<file path="src/rtl/uart_tx_port_pkg.sv">
// Shared definitions for the memory-mapped UART transmitter: FSM encoding,
// register offsets and status-register bit positions.
package uart_tx_port_pkg;

    typedef enum logic [1:0] {
        IDLE  = 2'd0,
        START = 2'd1,
        DATA  = 2'd2,
        STOP  = 2'd3
    } tx_state_e;

    localparam logic [31:0] TXD_OFS  = 32'h0;
    localparam logic [31:0] UCON_OFS = 32'h8;

    localparam int UCON_IEN     = 0;
    localparam int UCON_DRAINED = 1;
    localparam int UCON_FULL    = 2;
    localparam int UCON_OVF     = 3;

    // The status field is 4 bits wide; deeper FIFOs report 15 when fuller.
    function automatic logic [3:0] sat_count(input logic [6:0] c);
        return (c > 7'd15) ? 4'hF : c[3:0];
    endfunction

endpackage

</file>
<file path="src/rtl/uart_tx_port_if.sv">
// CPU data-bus view of the UART transmitter.
interface uart_tx_port_if;
    // wr commits at the rising edge on which it is high; rd has no side
    // effects and rdata follows rd/addr combinationally.
    logic        rd;
    logic        wr;
    logic [31:0] addr;
    logic [31:0] wdata;
    logic [31:0] rdata;

    modport master (output rd, output wr, output addr, output wdata, input rdata);
    modport slave  (input rd, input wr, input addr, input wdata, output rdata);
endinterface

</file>
<file path="src/rtl/uart_tx_port_sync_fifo.sv">
// Single-clock FIFO with occupancy count; pointers wrap modulo DEPTH.
module uart_tx_port_sync_fifo #(
    parameter int WIDTH = 8,
    parameter int DEPTH = 8
) (
    input  logic                       clk,
    input  logic                       reset,
    input  logic                       push,
    input  logic                       pop,
    input  logic [WIDTH-1:0]           din,
    output logic [WIDTH-1:0]           dout,
    output logic                       full,
    output logic                       empty,
    output logic [$clog2(DEPTH+1)-1:0] count
);
    localparam int AW = $clog2(DEPTH);
    localparam int CW = $clog2(DEPTH + 1);

    logic [WIDTH-1:0] mem [DEPTH];
    logic [AW-1:0]    wr_ptr;
    logic [AW-1:0]    rd_ptr;
    logic             push_ok;
    logic             pop_ok;

    assign full    = (count == CW'(DEPTH));
    assign empty   = (count == '0);
    assign push_ok = push && !full;
    assign pop_ok  = pop && !empty;
    assign dout    = mem[rd_ptr];

    always_ff @(posedge clk or posedge reset) begin
        if (reset) begin
            wr_ptr <= '0;
            rd_ptr <= '0;
            count  <= '0;
        end else begin
            if (push_ok) wr_ptr <= wr_ptr + AW'(1);
            if (pop_ok)  rd_ptr <= rd_ptr + AW'(1);
            case ({push_ok, pop_ok})
                2'b10:   count <= count + CW'(1);
                2'b01:   count <= count - CW'(1);
                default: count <= count;
            endcase
        end
    end

    // Storage carries no reset; the pointers alone define what is queued.
    always_ff @(posedge clk) begin
        if (push_ok) mem[wr_ptr] <= din;
    end

endmodule

</file>
<file path="src/rtl/uart_tx_port.sv">
// Memory-mapped UART transmitter: TXD pushes bytes into a FIFO which an
// 8N1 serialiser drains; UCON holds irq enable, overflow and drain status.
module uart_tx_port
    import uart_tx_port_pkg::*;
#(
    parameter int          CLK_FREQ   = 100000000,
    parameter int          BAUD       = 9600,
    parameter int          FIFO_DEPTH = 8,
    parameter logic [31:0] BASE_ADDR  = 32'h40000018
) (
    input  logic          clk,
    input  logic          reset,
    uart_tx_port_if.slave bus,
    output logic          tx,
    output logic          irq,
    output tx_state_e     state_dbg
);
    localparam int DIV   = CLK_FREQ / BAUD;
    localparam int CNT_W = $clog2(DIV);
    localparam int CW    = $clog2(FIFO_DEPTH + 1);

    tx_state_e        state, state_n;
    logic [CNT_W-1:0] baud_cnt, cnt_n;
    logic [2:0]       bit_idx, bit_n;
    logic [7:0]       shift, shift_n;
    logic             tx_n;
    logic             pop;
    logic             baud_last;

    logic [7:0]       fifo_head;
    logic             fifo_full;
    logic             fifo_empty;
    logic [CW-1:0]    fifo_count;

    logic             ien;
    logic             ovf;
    logic             txd_hit, ucon_hit;
    logic             txd_wr, ucon_wr;
    logic             drained;
    logic             unused_wdata;

    assign txd_hit      = (bus.addr == BASE_ADDR + TXD_OFS);
    assign ucon_hit     = (bus.addr == BASE_ADDR + UCON_OFS);
    assign txd_wr       = bus.wr && txd_hit;
    assign ucon_wr      = bus.wr && ucon_hit;
    assign drained      = fifo_empty && (state == IDLE);
    assign baud_last    = (baud_cnt == CNT_W'(DIV - 1));
    assign state_dbg    = state;
    assign unused_wdata = ^bus.wdata[31:8];

    uart_tx_port_sync_fifo #(
        .WIDTH (8),
        .DEPTH (FIFO_DEPTH)
    ) u_sync_fifo (
        .clk   (clk),
        .reset (reset),
        .push  (txd_wr && !fifo_full),
        .pop   (pop),
        .din   (bus.wdata[7:0]),
        .dout  (fifo_head),
        .full  (fifo_full),
        .empty (fifo_empty),
        .count (fifo_count)
    );

    always_ff @(posedge clk or posedge reset) begin
        if (reset) begin
            state    <= IDLE;
            baud_cnt <= '0;
            bit_idx  <= '0;
            shift    <= '0;
            tx       <= 1'b1;
        end else begin
            state    <= state_n;
            baud_cnt <= cnt_n;
            bit_idx  <= bit_n;
            shift    <= shift_n;
            tx       <= tx_n;
        end
    end

    // tx_n is the line level for the cycle after this edge, so tx is a flop.
    always_comb begin
        state_n = state;
        cnt_n   = baud_cnt;
        bit_n   = bit_idx;
        shift_n = shift;
        pop     = 1'b0;
        tx_n    = 1'b1;
        case (state)
            IDLE: begin
                if (!fifo_empty) begin
                    pop     = 1'b1;
                    shift_n = fifo_head;
                    cnt_n   = '0;
                    state_n = START;
                    tx_n    = 1'b0;
                end
            end
            START: begin
                if (baud_last) begin
                    cnt_n   = '0;
                    bit_n   = '0;
                    state_n = DATA;
                    tx_n    = shift[0];
                end else begin
                    cnt_n = baud_cnt + CNT_W'(1);
                    tx_n  = 1'b0;
                end
            end
            DATA: begin
                if (baud_last) begin
                    cnt_n = '0;
                    if (bit_idx == 3'd7) begin
                        state_n = STOP;
                        tx_n    = 1'b1;
                    end else begin
                        bit_n   = bit_idx + 3'd1;
                        shift_n = {1'b0, shift[7:1]};
                        tx_n    = shift[1];
                    end
                end else begin
                    cnt_n = baud_cnt + CNT_W'(1);
                    tx_n  = shift[0];
                end
            end
            STOP: begin
                if (baud_last) begin
                    cnt_n = '0;
                    if (!fifo_empty) begin
                        pop     = 1'b1;
                        shift_n = fifo_head;
                        state_n = START;
                        tx_n    = 1'b0;
                    end else begin
                        state_n = IDLE;
                    end
                end else begin
                    cnt_n = baud_cnt + CNT_W'(1);
                end
            end
            default: state_n = IDLE;
        endcase
    end

    // A drop in the same cycle as a clear leaves ovf set.
    always_ff @(posedge clk or posedge reset) begin
        if (reset) begin
            ien <= 1'b0;
            ovf <= 1'b0;
            irq <= 1'b0;
        end else begin
            irq <= ien && drained;
            if (ucon_wr) begin
                ien <= bus.wdata[0];
                if (bus.wdata[1]) ovf <= 1'b0;
            end
            if (txd_wr && fifo_full) ovf <= 1'b1;
        end
    end

    always_comb begin
        bus.rdata = '0;
        if (bus.rd && ucon_hit) begin
            bus.rdata[UCON_IEN]     = ien;
            bus.rdata[UCON_DRAINED] = drained;
            bus.rdata[UCON_FULL]    = fifo_full;
            bus.rdata[UCON_OVF]     = ovf;
            bus.rdata[7:4]          = sat_count(7'(fifo_count));
        end
    end

endmodule

</file>
<file path="src/flat_wrapper.sv">
// flat-port wrapper written by rule: the top's interface ports become plain ports
module uart_tx_port_flat import uart_tx_port_pkg::*;
#(
    parameter int          CLK_FREQ   = 100000000,
    parameter int          BAUD       = 9600,
    parameter int          FIFO_DEPTH = 8,
    parameter logic [31:0] BASE_ADDR  = 32'h40000018
)
  (clk, reset, tx, irq, state_dbg, bus_rd, bus_wr, bus_addr, bus_wdata, bus_rdata);
  uart_tx_port_if bus_i ();
  input  logic clk;
  input  logic reset;
  output logic tx;
  output logic irq;
  output tx_state_e state_dbg;
  input wire logic [$bits(bus_i.rd)-1:0] bus_rd;
  input wire logic [$bits(bus_i.wr)-1:0] bus_wr;
  input wire logic [$bits(bus_i.addr)-1:0] bus_addr;
  input wire logic [$bits(bus_i.wdata)-1:0] bus_wdata;
  output wire logic [$bits(bus_i.rdata)-1:0] bus_rdata;
  assign bus_i.rd = bus_rd;
  assign bus_i.wr = bus_wr;
  assign bus_i.addr = bus_addr;
  assign bus_i.wdata = bus_wdata;
  assign bus_rdata = bus_i.rdata;
  uart_tx_port #(.CLK_FREQ(CLK_FREQ), .BAUD(BAUD), .FIFO_DEPTH(FIFO_DEPTH), .BASE_ADDR(BASE_ADDR)) u_core (.clk(clk), .reset(reset), .bus(bus_i), .tx(tx), .irq(irq), .state_dbg(state_dbg));
endmodule
</file>
<file path="config.mk">
export PLATFORM = sky130hd
export DESIGN_NAME = uart_tx_port_flat
export DESIGN_NICKNAME = d
export VERILOG_FILES = /design/src/rtl/uart_tx_port_pkg.sv /design/src/rtl/uart_tx_port_if.sv /design/src/rtl/uart_tx_port_sync_fifo.sv /design/src/rtl/uart_tx_port.sv /design/src/flat_wrapper.sv
export SDC_FILE = /design/constraint.sdc
export NUM_CORES = 1
export LEC_CHECK = 0
export BUFFER_PORTS_ARGS = -buffer_cell sky130_fd_sc_hd__buf_2
export CORE_MARGIN = 4
export CORE_UTILIZATION = 50
export CTS_CLUSTER_SIZE = 40
export DETAILED_ROUTE_END_ITERATION = 10
export PLACE_DENSITY = 0.77
export SLEW_MARGIN = 20
export SYNTH_ARGS = -nofsm -noshare
export SYNTH_HDL_FRONTEND = slang
export SYNTH_SLANG_ARGS = --single-unit
</file>
<file path="constraint.sdc">
create_clock -name clk -period 3.03 [get_ports clk]
set_input_delay 0.303 -clock clk [delete_from_list [all_inputs] [get_ports clk]]
set_output_delay 0.303 -clock clk [all_outputs]
set_load 0.01 [all_outputs]
</file>
# Yosys cells after proc, flatten, opt, wreduce, memory -nomap -nowiden
# Memories as Yosys holds them, arrays and structs flattened.
# Cells that the tools add are included.
[totals]
memories = 1
ramBits = 64
inputBits = 68
out_inout_bits = 36
register_bits = 41
[memory_table]
columns = ["memory", "depth", "width", "rd", "rd_ports_with_merged_regs", "wr", "line_no", "text"]
rows = [
  ["u_core.u_sync_fifo.mem", 8, 8, 1, 0, 1, "uart_tx_port_sync_fifo.sv:19", "logic [WIDTH-1:0] mem [DEPTH];"],
]
[op_classes]
n_eq_ne = 16
mux = 35
addsub = 6
reduce_logical = 23
[ops]
columns = ["cell", "count"]
rows = [
  ["$eq 32x31->1 const B", 2],
  ["$mux 8", 5],
  ["$mux 14", 2],
  ["$pmux 14 s2", 1],
  ["$pmux 8 s3", 1],
  ["$add 14x1->14 const B", 1],
  ["$eq 14x14->1 const B", 1],
  ["$mux 1", 13],
  ["$mux 2", 5],
  ["$add 3x1->3 const B", 3],
  ["$logic_and 1x1->1", 9],
  ["$mux 3", 3],
  ["$ne 2x1->1 const B", 4],
  ["$pmux 2 s4", 1],
  ["$pmux 4 s2", 1],
  ["$reduce_and 4->1", 2],
  ["$reduce_bool 2->1", 4],
  ["$eq 2x2->1 const B", 3],
  ["$pmux 3 s2", 1],
  ["$reduce_and 5->1", 1],
  ["$add 4x1->4 const B", 1],
  ["$eq 2x1->1 const B", 2],
  ["$eq 4x4->1 const B", 1],
  ["$logic_not 4->1", 1],
  ["10 further kinds", 12],
]

# Logic depth before layout (Yosys ltp)
# Gate-level depths: netlist (run 1).
[logic_depth]
word_depth = 7
depth_mapped = 12

# By module
# From an unflattened synthesis (run 1), not the netlist that was laid out.
[unflattened]
hier_cells = 394
hier_area_um2 = 5273.8
[by_module_without_submodules]
columns = ["mod", "n_inst", "seq_area_each_um2", "cells_each", "area_per_inst_um2"]
rows = [
  ["uart_tx_port_sync_fifo", 1, 2172.1, 161, 3135.5],
  ["uart_tx_port", 1, 777.0, 233, 2138.3],
]

# Worst setup path after synthesis (run 1)
# No wires, ideal clock.
[synth_timing]
kind = "reg-to-reg"
startpoint = "register u_core.baud_cnt[9]"
endpoint = "register u_core.u_sync_fifo.count[3]"
stages_incl_launch_ff = 12
path_buffers = 0
t_required_ps = 2905
arrival_time_ps = 2730
slack_ps = 175
path_cell_list = "dfrtp_1 > or4b_4 > nor4_4 > a21oi_1 > nor3_2 > ha_1 > ha_1 > a21o_1 > a21oi_1 > xnor2_1 > nor2_1 > xor2_1"
[synth_via]
elab_chain_cells = 6
elab_cells_between_ends = 8
[synth_lines]
columns = ["element", "line_no", "text"]
rows = [
  ["from (decl)", "uart_tx_port.sv:23", "logic [CNT_W-1:0] baud_cnt, cnt_n;"],
  ["from (signal assigned)", "uart_tx_port.sv:75", "baud_cnt <= cnt_n;"],
  ["$eq 14x14->1 (*)", "uart_tx_port.sv:47", "assign baud_last = (baud_cnt == CNT_W'(DIV - 1));"],
  ["$mux 1 (*)", "uart_tx_port.sv:128", "if (baud_last) begin"],
  ["$pmux 1 s2 (*)", "uart_tx_port.sv:90", "case (state)"],
  ["$logic_and 1x1->1 (*)", "uart_tx_port_sync_fifo.sv:28", "assign pop_ok = pop && !empty;"],
  ["via u_core.u_sync_fifo.pop_ok", "uart_tx_port_sync_fifo.sv:23", "logic pop_ok;"],
  ["$eq 2x1->1 or $eq 2x2->1 (tied branches)", "uart_tx_port_sync_fifo.sv:39", "case ({push_ok, pop_ok})"],
  ["$pmux 4 s2 or $reduce_bool 2->1 (tied branches)", "--", ""],
  ["to (signal assigned)", "uart_tx_port_sync_fifo.sv:40", "2'b10: count <= count + CW'(1);"],
  ["to (signal assigned)", "uart_tx_port_sync_fifo.sv:41", "2'b01: count <= count - CW'(1);"],
  ["to (signal assigned)", "uart_tx_port_sync_fifo.sv:42", "default: count <= count;"],
  ["to (decl)", "uart_tx_port_sync_fifo.sv:14", "output logic [$clog2(DEPTH+1)-1:0] count"],
]
# The timed path passes the listed nets; every way through them passes the cells marked *.
# A chain may end at the register's enable or synchronous reset.

# Final worst setup path (run 1)
[layout_timing]
startpoint = "register u_core.baud_cnt[12]"
endpoint = "register u_core.u_sync_fifo.count[3]"
# The elaborated chain is that of the path after synthesis.

==> metrics.cfg, run 1 <==
[status]
outcome=finished, final reports clean

[sta]
hold_viol=0
fin_tns_setup_ns=0
rsz0062_at_grt=no
min_period_over_period=0.944
finalClockSkew_ns=0.00823
worstMarginPinSlew_ns=0.686
slew_headroom=0.536
finalSetupViolCount=0
holdWs_ns=0.182
fin_ws_ns=0.168
finalMaxSlewViolations=0
fmax_mhz=349
finalCriticalPeriod_ns=2.86

[detailed_routing]
drt_pass1_iterations=4
vias=3159
drt_iter0_markers=173
wirelength_um=9280
wl_per_cell_um=15.7
ant_nets=0
route.detailed.drc=0
drt-vias-per-instance=5.35

[synth]
synth_cells=376
ys_seq_elements=105
ys.flop_type=edfxtp_1
ys_types=50
synth-seq-area-share=0.585
syn_area_per_cell_um2=13.4
syn_area_mm2=0.00504
yosys_warnings=0
synth-edff-count=64
async_reset_ff_frac=0.390

[critical_path]
rrSetupSlack_ns=0.17
crit_path_max_incr_delay_ns=0.56
cp.required_ns=3.30
critPathKind=flop to flop
rr_worst_depth=11
setup.worst_path.start_class=flop
endpoint_kind=flop
r2r-end=u_core.u_sync_fifo.count[3]$_DFFE_PP0P_
cp_max_fo=5
cp_common_cell=a21oi_2
crit_slowest_cell=or4b_4
r2r_start=u_core.baud_cnt[12]$_DFFE_PP0P_
path_cells=or4b_4 > nor4_4 > a21oi_2 > nor3_2 > ha_2 > ha_1 > a21o_1 > a21oi_2 > xnor2_1 > nor2_1 > xor2_1
cp.arrival_ns=3.13

[place]
gp_congestion=0.773
dp_hpwl_um=6640
portBuffers=55
pre_cts_slack_ns=0.157

[global_route]
grt_usage=0.171
grt_max_degree=23
grt_pass1_vias=3181
grt_pass1_wl_um=15500
antenna_found_initial=0
grt-ovfl-total=0

[final_layout]
antennaDiodeCount=0
layout_commonest_cell=edfxtp_1
layout_common_cells=edfxtp_1 (64), buf_2 (55), dfrtp_1 (39)
num-nets-final=534
layout-drive-gt1-share=0.295
area_growth_pct=13.5

[clocking]
cts.sinks=105
cts.clk_slew.worst_paths_ns=0.11
clk_path_buf_depth=2
root_buffer=clkbuf_8
clk_latency_ns=0.38
numCtsBuffers=9
cts_tree=done
cts_htree_levels=3

[pwr]
leakage_uw=0.00234
ir_drop_mv=0.274
p_total_uw=2620
power_per_cell_area_mw_per_mm2=457

[floorplan]
die_w_um=108
num_io_pins=104
design.die.area_mm2=0.0118
die_h_um=108
initial_core_util=0.514
placementRows=36
core-area_mm2=0.00982

[job]
drv_cap=0

[hold_path]
worstHoldStart=bus_wdata[5]
min_path_type=input port to flop
worst_hold_path.endpoint=u_core.u_sync_fifo.mem[7][5]$_DFFE_PP_
min_path_cells=1

[cell type report]
class	instances	area, um2
clock buffers	9	124
clock inverters	7	86.3
flip-flops and latches	105	2950
repair buffers	79	458
well taps	133	166
inverters	12	45.0
fillers	779	4090
multi-input cells	245	1900
[worst max-delay path, delay by kind of cell (launching register included)]
kind                       cells  cell delay, ns
and+or+nand+nor                4            1.12
adders and majority gates      2            0.48
AOI/OAI and AO/OA              3            0.45
DFF                            1            0.44
xor gates and xnor gates       2            0.27
[synth_stat cells, types with 5 or more instances]
cell type | count | area (um2)
nor3_1 | 7 | 35.0
a22o_1 | 7 | 61.3
nand2_1 | 24 | 90.1
dfrtp_1 | 40 | 1000
buf_4 | 24 | 180
o21ai_0 | 27 | 135
mux2i_1 | 10 | 100
mux4_2 | 16 | 360
and3_1 | 5 | 31.3
nor2_1 | 21 | 78.8
and2_1 | 8 | 50.1
edfxtp_1 | 64 | 1920
nand3_1 | 13 | 65.1
inv_1 | 12 | 45.0
xor2_1 | 9 | 78.8
mux2_2 | 12 | 135
clkbuf_1 | 6 | 22.5
ha_1 | 13 | 163
nor4_1 | 8 | 50.1
[timing repair]
item	in CTS	in global routing
hold buffers	1	0
resized for setup	0	4
hold endpoints to repair	12	0
endpoints found under the setup margin	0	1
buffers inserted	0	4
[registers in the layout, summed over array words and instances, names as in the netlist]
register                   flops
u_core.bit_idx                 3
u_core.baud_cnt               14
u_core.irq                     1
u_core.u_sync_fifo.count       4
u_core.u_sync_fifo.rd_ptr      3
u_core.u_sync_fifo.mem        64
u_core.shift                   8
u_core.state_dbg               2
u_core.ovf                     1
u_core.u_sync_fifo.wr_ptr      3
u_core.ien                     1
u_core.tx                      1
[power breakdown]
part	switching, uW	total [uW]	internal, uW
logic	66.9	128	61.4
clock network	551	892	341
registers	31.9	1600	1570
[routing by layer]
| metal | track usage | wire, um |
|---|---|---|
| met3 | 0.0394 | 577 |
| met4 | 0.0487 | 128 |
| met5 | 0 | 0 |
| met2 | 0.294 | 4710 |
| met1 | 0.216 | 3870 |
[cell families after synthesis]
family,count (synthesis),share of synthesized area
adder cells (fa/ha/maj),14,0.0362
AND/OR/NAND/NOR,111,0.121
multiplexers,38,0.118
XOR/XNOR,12,0.0208
buffers and inverters,49,0.0583
AO/OA/AOI/OAI,46,0.0603
other,1,0.000744
flip-flops,105,0.585
[how the worst max path moves through the flow]
stage                                                          to  slack, ns  cells after the start                            start
final                     u_core.u_sync_fifo.count[3]$_DFFE_PP0P_       0.17                     11  u_core.baud_cnt[12]$_DFFE_PP0P_
after CTS                 u_core.u_sync_fifo.count[3]$_DFFE_PP0P_       0.10                     11   u_core.baud_cnt[9]$_DFFE_PP0P_
after global placement    u_core.u_sync_fifo.count[3]$_DFFE_PP0P_       0.22                     11   u_core.baud_cnt[9]$_DFFE_PP0P_
after detailed placement  u_core.u_sync_fifo.count[3]$_DFFE_PP0P_       0.16                     11   u_core.baud_cnt[9]$_DFFE_PP0P_
after global routing      u_core.u_sync_fifo.count[3]$_DFFE_PP0P_      0.006                     11  u_core.baud_cnt[12]$_DFFE_PP0P_
after floorplan           u_core.u_sync_fifo.count[3]$_DFFE_PP0P_       0.17                     11   u_core.baud_cnt[9]$_DFFE_PP0P_
[stage by stage]
stage                     instances  area, um2  utilization
final                           590       5730        0.583
after global routing            590       5730        0.583
after CTS                       586       5680        0.579
after detailed placement        569       5460        0.556
after global placement          569       5460        0.556
after floorplan                 399       5130            -
Power figures use the tool's default switching activity.
==> run 2: changes to the inputs <==
CELL_PAD_IN_SITES_DETAIL_PLACEMENT = 1   (was default)
CELL_PAD_IN_SITES_GLOBAL_PLACEMENT = 2   (was default)
CORE_ASPECT_RATIO = 1.2   (was default)
CORE_UTILIZATION = 33   (was 50)
PLACE_DENSITY = default   (was 0.77)
PLACE_DENSITY_LB_ADDON = 0.1   (was default)
==> run 2 against run 1 <==
  * Flip-flop and latch count unchanged
  * Hold slack gained 0.043 ns
  * Fmax is 2.3% higher
  * Cell count increased by 12%
==> metrics.cfg, run 2 (synthesis results as in run 1) <==
[final_layout]
biggestRegsByFlops=u_core.u_sync_fifo.mem x64, u_core.baud_cnt x14, u_core.shift x8  ; unchanged
regMostFlops=u_core.u_sync_fifo.mem  ; unchanged
fin_area_mm2=0.00590  ; was 0.00573 mm2
layout-drive-gt1-share=0.293  ; was 0.295
largest_register_ffs=64  ; unchanged
layout_commonest_cell=edfxtp_1  ; unchanged
antennaDiodeCount=0  ; unchanged
num-nets-final=536  ; was 534
nFillCells=1602  ; was 779
multi_input_area_mm2=0.00189  ; was 0.00190 mm2
layout_common_cells=edfxtp_1 (64), buf_2 (55), dfrtp_1 (40)  ; was edfxtp_1 (64), buf_2 (55), dfrtp_1 (39)
seq_area_mm2=0.00295  ; about the same
final_util=0.393  ; was 0.583
area_growth_pct=17.0  ; was 13.5%

[clocking]
clk_path_buf_depth=2  ; unchanged
cts_htree_levels=3  ; unchanged
clk_latency_ns=0.35  ; was 0.38 ns
cts_tree=done  ; unchanged
cts.sinks=105  ; unchanged
root_buffer=clkbuf_16  ; was clkbuf_8
cts.clk_slew.worst_paths_ns=0.07  ; was 0.11 ns
numCtsBuffers=9  ; unchanged

[critical_path]
cp.arrival_ns=3.03  ; was 3.13 ns
crit_start=u_core.baud_cnt[9]$_DFFE_PP0P_  ; was u_core.baud_cnt[12]$_DFFE_PP0P_
cp.required_ns=3.26  ; was 3.30 ns
cp_max_fo=3  ; was 5
setup.worst_path.start_class=flop  ; unchanged
critPathKind=flop to flop  ; unchanged
endpoint_kind=flop  ; unchanged
r2r_start=u_core.baud_cnt[9]$_DFFE_PP0P_  ; was u_core.baud_cnt[12]$_DFFE_PP0P_

[floorplan]
design.die.area_mm2=0.0173  ; was 0.0118 mm2
initial_core_util=0.336  ; was 0.514
num_io_pins=104  ; unchanged
core-area_mm2=0.0150  ; was 0.00982 mm2
die_h_um=143  ; was 108 um
placementRows=49  ; was 36
die_w_um=121  ; was 108 um

[detailed_routing]
vias=3148  ; was 3159
drt_pass1_iterations=4  ; unchanged
wl_per_cell_um=16.7  ; was 15.7 um
ant_nets=0  ; unchanged
drt-vias-per-instance=4.76  ; was 5.35
drt_iter0_markers=139  ; was 173
wirelength_um=11100  ; was 9280 um
route.detailed.drc=0  ; unchanged

[sta]
fin_ws_ns=0.233  ; was 0.168 ns
finalSetupViolCount=0  ; unchanged
hold_viol=0  ; unchanged
slew_headroom=0.491  ; was 0.536
min_period_over_period=0.923  ; was 0.944
finalCriticalPeriod_ns=2.80  ; was 2.86 ns
worstMarginPinSlew_ns=0.764  ; was 0.686 ns
finalClockSkew_ns=0.0105  ; was 0.00823 ns
finalMaxSlewViolations=0  ; unchanged
holdWs_ns=0.225  ; was 0.182 ns
fmax_mhz=358  ; was 349 MHz

[place]
portBuffers=55  ; unchanged
gp_congestion=0.730  ; was 0.773
dp_hpwl_um=7930  ; was 6640 um
pre_cts_slack_ns=0.0295  ; was 0.157 ns
placed_cell_area_mm2=0.00556  ; was 0.00546 mm2

[pwr]
leakage_uw=0.00238  ; was 0.00234 uW
p_total_uw=2850  ; was 2620 uW
ir_drop_mv=0.335  ; was 0.274 mV
power_per_cell_area_mw_per_mm2=482  ; was 457 mW/mm2

[global_route]
grt-ovfl-total=0  ; unchanged
grt_usage=0.135  ; was 0.171
antenna_found_initial=0  ; unchanged
grt_pass1_wl_um=17900  ; was 15500 um
grt_max_degree=32  ; was 23
grt_pass1_vias=3391  ; was 3181

[job]
drv_cap=0  ; unchanged

[status]
outcome=finished, final reports clean  ; unchanged

[hold_path]
worstHoldStart=bus_wdata[5]  ; unchanged
min_path_type=input port to flop  ; unchanged

[run 2: cell count changes in the layout (fill, tap and decap cells not counted), sizes merged]
cell	change
buf	+2
clkinv	+2
inv	-3
[run 2: worst max-delay path, cell delays in order (launching register included)]
cell     delay (ns)
dfrtp_1        0.39
or4b_4         0.56
nor4_4         0.27
a21oi_2        0.11
nor3_2         0.23
ha_2           0.23
ha_1           0.22
a21o_1         0.17
a21oi_1        0.16
xnor2_1        0.13
nor2_1         0.07
xor2_1         0.14
[run 2: power by group]
part           total, uW  switching (uW)  internal [uW]
Clock               1120             551            572
Combinational        126            66.0           60.4
Sequential          1600            32.3           1570
Total               2850             649           2200
[run 2: final timing paths]
path / endpoint / slack, ns / cells past startpoint
setup / recovery: u_core.u_sync_fifo.count[3]$_DFFE_PP0P_ / 0.23 / 11
setup reg to reg: u_core.u_sync_fifo.count[3]$_DFFE_PP0P_ / 0.23 / 11
max in group asynchronous: u_core.tx$_DFF_PP1_ / 1.83 / 4
hold / removal: u_core.u_sync_fifo.mem[6][5]$_DFFE_PP_ / 0.22 / 1
min in group asynchronous: u_core.irq$_DFF_PP0_ / 0.44 / 3
hold reg to reg: u_core.ovf$_DFFE_PP0P_ / 0.50 / 1
[run 2: area by class of cell]
class | count | area share
clock inverter | 6 | 0.0102
multi-input combinational | 245 | 0.321
tap | 204 | 0.0432
sequential | 105 | 0.500
timing repair buffer | 81 | 0.0801
clock buffer | 9 | 0.0382
inverter | 12 | 0.00763
[run 2: stage by stage]
step / setup TNS, ns / cells
after floorplan: 0 / 399
after global placement: 0 / 641
after detailed placement: 0 / 641
after CTS: 0 / 657
after global routing: -0.00534 / 662
final: 0 / 662
[run 2: layer usage]
layer	track usage	up-vias	wire, um
li1	-	1507	-
met1	0.154	1604	4510
met2	0.254	26	6170
met3	0.0280	11	256
met4	0.0412	0	141
met5	0	-	0
[run 2: what timing repair did]
action,4_1_cts,5_1_grt
hold buffers,1,0
buffers inserted,0,5
hold endpoints to repair,10,0
gates resized for setup,0,3
setup endpoints to repair,0,1
